**config.mk**
```make
export PLATFORM = sky130hd
export DESIGN_NAME = program_loader
export DESIGN_NICKNAME = d
export VERILOG_FILES = /design/src/rtl/program_loader_pkg.sv /design/src/rtl/program_loader.sv
export SDC_FILE = /design/constraint.sdc
export NUM_CORES = 1
export LEC_CHECK = 0
export BUFFER_PORTS_ARGS = -buffer_cell sky130_fd_sc_hd__buf_2
export CAP_MARGIN = 20
export CORE_MARGIN = 2
export CORE_UTILIZATION = 45
export DETAILED_ROUTE_END_ITERATION = 10
export GPL_ROUTABILITY_DRIVEN = 0
export GPL_TIMING_DRIVEN = 0
export PLACE_DENSITY = 0.64
export SLEW_MARGIN = 20
export SYNTH_ARGS = -nofsm -noshare
export SYNTH_HDL_FRONTEND = slang
export SYNTH_SLANG_ARGS = --single-unit
export TNS_END_PERCENT = 20
```
**constraint.sdc**
```tcl
create_clock -name clk -period 2.2 [get_ports clk]
set_input_delay 0.44 -clock clk [delete_from_list [all_inputs] [get_ports clk]]
set_output_delay 0.44 -clock clk [all_outputs]
set_load 0.01 [all_outputs]
```
**src/rtl/program_loader_pkg.sv**
```systemverilog
// Shared definitions for the byte-stream boot loader: command bytes and FSM states.
package loader_pkg;

  // Command bytes (ASCII 'I', 'D', 'G', 'R')
  localparam logic [7:0] CMD_I = 8'h49;
  localparam logic [7:0] CMD_D = 8'h44;
  localparam logic [7:0] CMD_G = 8'h47;
  localparam logic [7:0] CMD_R = 8'h52;

  // Frame parser states
  typedef enum logic [2:0] {
    ST_IDLE    = 3'd0,
    ST_ADDR0   = 3'd1,
    ST_ADDR1   = 3'd2,
    ST_CNT0    = 3'd3,
    ST_CNT1    = 3'd4,
    ST_PAYLOAD = 3'd5,
    ST_GOADR   = 3'd6,
    ST_RUN     = 3'd7
  } state_t;

endpackage

```
**src/rtl/program_loader.sv**
```systemverilog
// Byte-stream boot loader: parses I/D/G/R frames, writes instruction or data
// memory one byte per accepted payload byte, and holds the core in reset-like
// "start" until a GO frame supplies the initial PC.
module program_loader
  import loader_pkg::*;
#(
  parameter int ADDR_W = 10  // byte-address width; the 16-bit frame address is truncated to this
) (
  input  logic              clk,
  input  logic              rst,
  input  logic [7:0]        in_data,
  input  logic              in_valid,
  output logic              in_ready,
  output logic              imem_we,
  output logic              dmem_we,
  output logic [ADDR_W-1:0] mem_addr,
  output logic [7:0]        mem_wdata,
  output logic [31:0]       start_address,
  output logic              cpu_start,
  output logic              busy,
  output logic              err
);

  state_t            state_reg;
  logic              is_dmem_reg;   // target of the current I/D frame
  logic [ADDR_W-1:0] addr_reg;      // only the low ADDR_W bits of addr[15:0] matter; wraps naturally
  logic [15:0]       cnt_reg;       // bytes remaining in the payload
  logic [1:0]        go_cnt_reg;    // GO operand byte index
  logic [23:0]       go_shift_reg;  // first three GO bytes, little-endian

  // Every memory write takes one cycle, so the loader never needs to stall
  assign in_ready = 1'b1;

  // A frame is in progress whenever the parser is between IDLE and RUN
  assign busy = (state_reg != ST_IDLE) && (state_reg != ST_RUN);

  // Frame parser with registered memory-write and core-control outputs
  always_ff @(posedge clk) begin
    if (rst) begin
      state_reg     <= ST_IDLE;
      is_dmem_reg   <= 1'b0;
      addr_reg      <= '0;
      cnt_reg       <= '0;
      go_cnt_reg    <= '0;
      go_shift_reg  <= '0;
      imem_we       <= 1'b0;
      dmem_we       <= 1'b0;
      mem_addr      <= '0;
      mem_wdata     <= '0;
      start_address <= '0;
      cpu_start     <= 1'b1;
      err           <= 1'b0;
    end else begin
      // Strobes are single-cycle; they are re-raised only by an accepted payload byte
      imem_we <= 1'b0;
      dmem_we <= 1'b0;
      if (in_valid) begin
        case (state_reg)
          ST_IDLE: begin
            case (in_data)
              CMD_I: begin
                is_dmem_reg <= 1'b0;
                state_reg   <= ST_ADDR0;
              end
              CMD_D: begin
                is_dmem_reg <= 1'b1;
                state_reg   <= ST_ADDR0;
              end
              CMD_G: begin
                go_cnt_reg <= '0;
                state_reg  <= ST_GOADR;
              end
              default: err <= 1'b1;  // unknown byte (including R outside RUN) is dropped
            endcase
          end
          ST_ADDR0: begin
            addr_reg[7:0] <= in_data;
            state_reg     <= ST_ADDR1;
          end
          ST_ADDR1: begin
            // Upper address bits beyond ADDR_W are discarded
            addr_reg[ADDR_W-1:8] <= in_data[ADDR_W-9:0];
            state_reg            <= ST_CNT0;
          end
          ST_CNT0: begin
            cnt_reg[7:0] <= in_data;
            state_reg    <= ST_CNT1;
          end
          ST_CNT1: begin
            cnt_reg[15:8] <= in_data;
            // An empty payload ends the frame without any writes
            if ({in_data, cnt_reg[7:0]} == 16'd0) state_reg <= ST_IDLE;
            else                                  state_reg <= ST_PAYLOAD;
          end
          ST_PAYLOAD: begin
            imem_we   <= ~is_dmem_reg;
            dmem_we   <= is_dmem_reg;
            mem_addr  <= addr_reg;
            mem_wdata <= in_data;
            addr_reg  <= addr_reg + 1'b1;
            cnt_reg   <= cnt_reg - 16'd1;
            if (cnt_reg == 16'd1) state_reg <= ST_IDLE;
          end
          ST_GOADR: begin
            go_cnt_reg <= go_cnt_reg + 2'd1;
            if (go_cnt_reg == 2'd3) begin
              // PC and release of the core change on the same edge
              start_address <= {in_data, go_shift_reg};
              cpu_start     <= 1'b0;
              state_reg     <= ST_RUN;
            end else begin
              go_shift_reg <= {in_data, go_shift_reg[23:8]};
            end
          end
          ST_RUN: begin
            if (in_data == CMD_R) begin
              cpu_start <= 1'b1;
              err       <= 1'b0;
              state_reg <= ST_IDLE;
            end else begin
              err <= 1'b1;
            end
          end
          default: state_reg <= ST_IDLE;
        endcase
      end
    end
  end

endmodule
```
==> key figures <==
Critical path
  • Max incr delay on CP: 0.55 ns
  • RR Endpoint: cnt_reg[8]
  • R2R depth: 6
  • Arr. time, crit path: 2.46 ns
  • FF-to-FF Start: cnt_reg[0]
  • CP Buf/Inv Count: 1
  • FF-to-FF setup slack: 0.05 ns
  • Critical setup path kind: reg2reg
  • Worst endpoint required time: 2.51 ns
  • Crit path max-delay cell type: or4b_4
  • CP Max Fanout: 7
  • Startpoint Class: flop
  • CP endpoint kind: flop
  • CP cell instances: inv_1 -> ha_1 -> or4b_4 -> or4_1 -> a21o_1 -> a21oi_2
  • Top delay family on crit path: simple AND/OR/NAND/NOR gates

Cells and area
  • Filler-free cell count of the finished design: 847
  • Fill cells: 1056
  • Final nets: 722
  • Ant diodes: 0
  • Area growth, synth to finish: 14.1%
  • Layout cells sized above 1: 13.5%
  • Max FFs per register: 32
  • Post-route cell area: about 0.0055 sq mm

Logic synthesis
  • Sequential share of the synthesized area: 45.5%
  • Ys async rst share: 0%
  • Net Count, Synth: 650
  • Commonest cells in the netlist: nand2_1 (181), dfxtp_1 (110), a21oi_1 (101)
  • Cell with the most instances after synthesis: nand2_1
  • Average size of a mapped cell: 7.63 sq um
  • Post-synth cell types: 60
  • Largest area contributor in the netlist: dfxtp_1
  • #FFs+latches synth: 110
  • Post-synth EDFFs: 0
  • Largest cells by area after synthesis: dfxtp_1 (46%), nand2_1 (14%), a21oi_1 (10%)
  • Cells after synthesis: 634
  • Ys Warns: 0
  • Ys flop type: dfxtp_1
  • Post-synth design cell area: between 0.004 and 0.005 sq mm
  • Top-area cell type share of the netlist area: 45.5%

Detailed routing
  • Final antenna-violating net count: 0
  • Drt first pass iters: 5
  • Via-to-Cell Ratio: about 5.7
  • DR vias: between 4000 and 5000
  • Total Routed Length: 14100 um
  • Residual DRC count: 0
  • Initial drt markers: ~330
  • Wirelength per Cell: 16.7 um

Clocking
  • CTS Sinks: 110
  • Worst-skew pair later-pin latency: 0.39 ns
  • Cts bufs inserted: 9
  • TritonCTS clock tree: done
  • Root Driver: clkbuf_8
  • Clock edge transition at the registers on the reported setup and hold paths: 0.11 ns
  • Setup Fix Bufs, Post-CTS: 0
  • CTS Buffer Depth: 2
  • H-tree depth: 3

STA
  • Worst Tran Pin Value: 0.726 ns
  • Final setup viols: 0
  • Clock skew: 0.0193 ns
  • Max Clk Rate: 0.466 GHz
  • Normalized max-slew margin: between 50 and 60%
  • Fin crit period: 2.15 ns
  • Period utilisation layout: 97.6%
  • Fin Hold WS: 0.387 ns
  • Max Slew Vio Count: 0
  • RSZ-0062 raised after global routing: false
  • Setup ws final: 0.0529 ns
  • Final hold violation count: 0

Placed design
  • Placed standard-cell area: 0.00531 sq mm
  • HPWL Detailed: about 10000 um
  • Dpl cells: 831
  • Buffers on Ports: 61
  • Setup WS pre-CTS: -0.0704 ns

Min path
  • Hold Path End: state_reg[1]
  • Hold_sp: rst
  • Hold crit path type: in2reg
  • Hold path cells: 3

Pwr
  • Seq pwr share: 59.1%
  • Pwr Density: 612 mW/mm^2
  • Net switching share of the total power: 26.5%
  • Leakage: 2.06 nW
  • Internal: around 0.0025 W
  • Clk network pwr share: 36.5%
  • Logic pwr share: under 10%
  • Sw Pwr: 0.000896 W
  • Peak supply drop: 329 uV

Status
  • Outcome: finished, final reports clean

Global routing
  • GRT overflow: 0
  • Largest net degree at the start of global routing: 22
  • Number of antenna violations at the first check in global routing: 0
  • Overall routing resource usage: about a quarter
  • Vias in the first global route: between 4000 and 5000
  • First-pass GRT wire length: 22500 um

Die
  • Chip width: 108 um
  • Die H: 108 um
  • I/O pins: 67
  • Die area: 0.0116 sq mm
  • Rows: 37
  • Starting Density: a little under half
  • Core Box Area: 0.0104 sq mm

Job
  • Max Cap Viol: 0
-- final cells by class --
cell class                 count  area [sq um]  share of cell area, %
multi-input combinational    467          2410                   43.7
sequential                   110          2200                   39.9
timing repair buffer          61           305                   5.53
buffer                        49           201                   3.65
tap                          136           170                   3.08
clock buffer                   9           124                   2.24
clock inverter                 7          75.1                   1.36
inverter                       8          30.0                  0.544
-- worst reg2reg max path, stage by stage, from the launching register on --
cell and delay, ns:
dfxtp_1 0.37, inv_1 0.12, ha_1 0.32, or4b_4 0.55, or4_1 0.42, a21o_1 0.20, a21oi_2 0.11
-- per-layer routing --
metal / global-route usage [%] / vias to the layer above / wire length, um
li1: - / 2336 / -
met1: 31.5 / 2236 / 6230
met2: 40.3 / 182 / 6540
met3: 3.81 / 42 / 808
met4: 13.3 / 0 / 557
met5: 0 / - / 0
-- how the worst max path moves through the flow --
stage	from	end	slack, ns	depth (start not counted)
after floorplan	cnt_reg[0]	cnt_reg[8]	0.32	6
after global placement	in_valid	addr_reg[4]	-0.08	8
after detailed placement	in_valid	addr_reg[4]	-0.07	8
after CTS	cnt_reg[0]	cnt_reg[10]	0.002	7
after global routing	cnt_reg[0]	cnt_reg[8]	0.005	6
final	cnt_reg[0]	cnt_reg[8]	0.05	6
-- stage by stage --
stage                     utilization (%)  power [W]  setup TNS [ns]
after floorplan                         -    0.00212               0
after global routing                 53.2    0.00348               0
after global placement               51.2    0.00218         -0.0780
final                                53.2    0.00338               0
after CTS                            53.2    0.00339               0
after detailed placement             51.2    0.00218         -0.0704
-- power groups by stage --
stage / combinational [W] / sequential, W / clock, W
after floorplan: 0.0000831 / 0.00204 / 0
after global placement: 0.000143 / 0.00204 / 0
after detailed placement: 0.000143 / 0.00204 / 0
after CTS: 0.000144 / 0.00200 / 0.00125
after global routing: 0.000157 / 0.00200 / 0.00133
final: 0.000147 / 0.00200 / 0.00123
-- placed cells by master, fill, tap and decap left out, types with 2 or more instances in the layout --
master    count
a211oi_1      5
a21o_1        6
a21oi_1     101
a22oi_1       4
a311oi_1      2
a31oi_1       7
a41o_1        2
and2_1        2
and3_1        6
and3b_1       2
buf_2        71
clkbuf_1     36
clkbuf_8      9
clkinv_8      2
dfxtp_1     110
ha_1          5
inv_1         8
inv_6         3
nand2_1     181
nand2b_1      2
nand3_1       8
nand3b_1      3
nand4_1       5
nor2_1       30
nor2b_1       6
nor3_1        9
nor3b_1       2
nor4_1        5
nor4b_1       2
o21a_1        5
o21ai_0      24
o22ai_1       3
o31ai_1       5
or3_1         4
or4_1         4
-- cells by family (layout without fill, tap and decap cells) --
| family | count (synthesis) | after routing | share of synthesized area (%) |
|---|---|---|---|
| simple gates | 279 | 279 | 26.1 |
| compound gates | 179 | 179 | 21.6 |
| flops | 110 | 110 | 45.5 |
| buf+inv | 57 | 134 | 4.76 |
| fa+ha+maj | 5 | 5 | 1.29 |
| mux | 2 | 2 | 0.440 |
| other cells | 1 | 1 | 0.0775 |
| xor+xnor | 1 | 1 | 0.181 |
-- repair_timing --
action / 4_1_cts / 5_1_grt
endpoints found under the setup margin: 0 / 4
hold buffers: 0 / 0
resized for setup: 0 / 3
No activity file was read; power rests on OpenSTA's default activity.
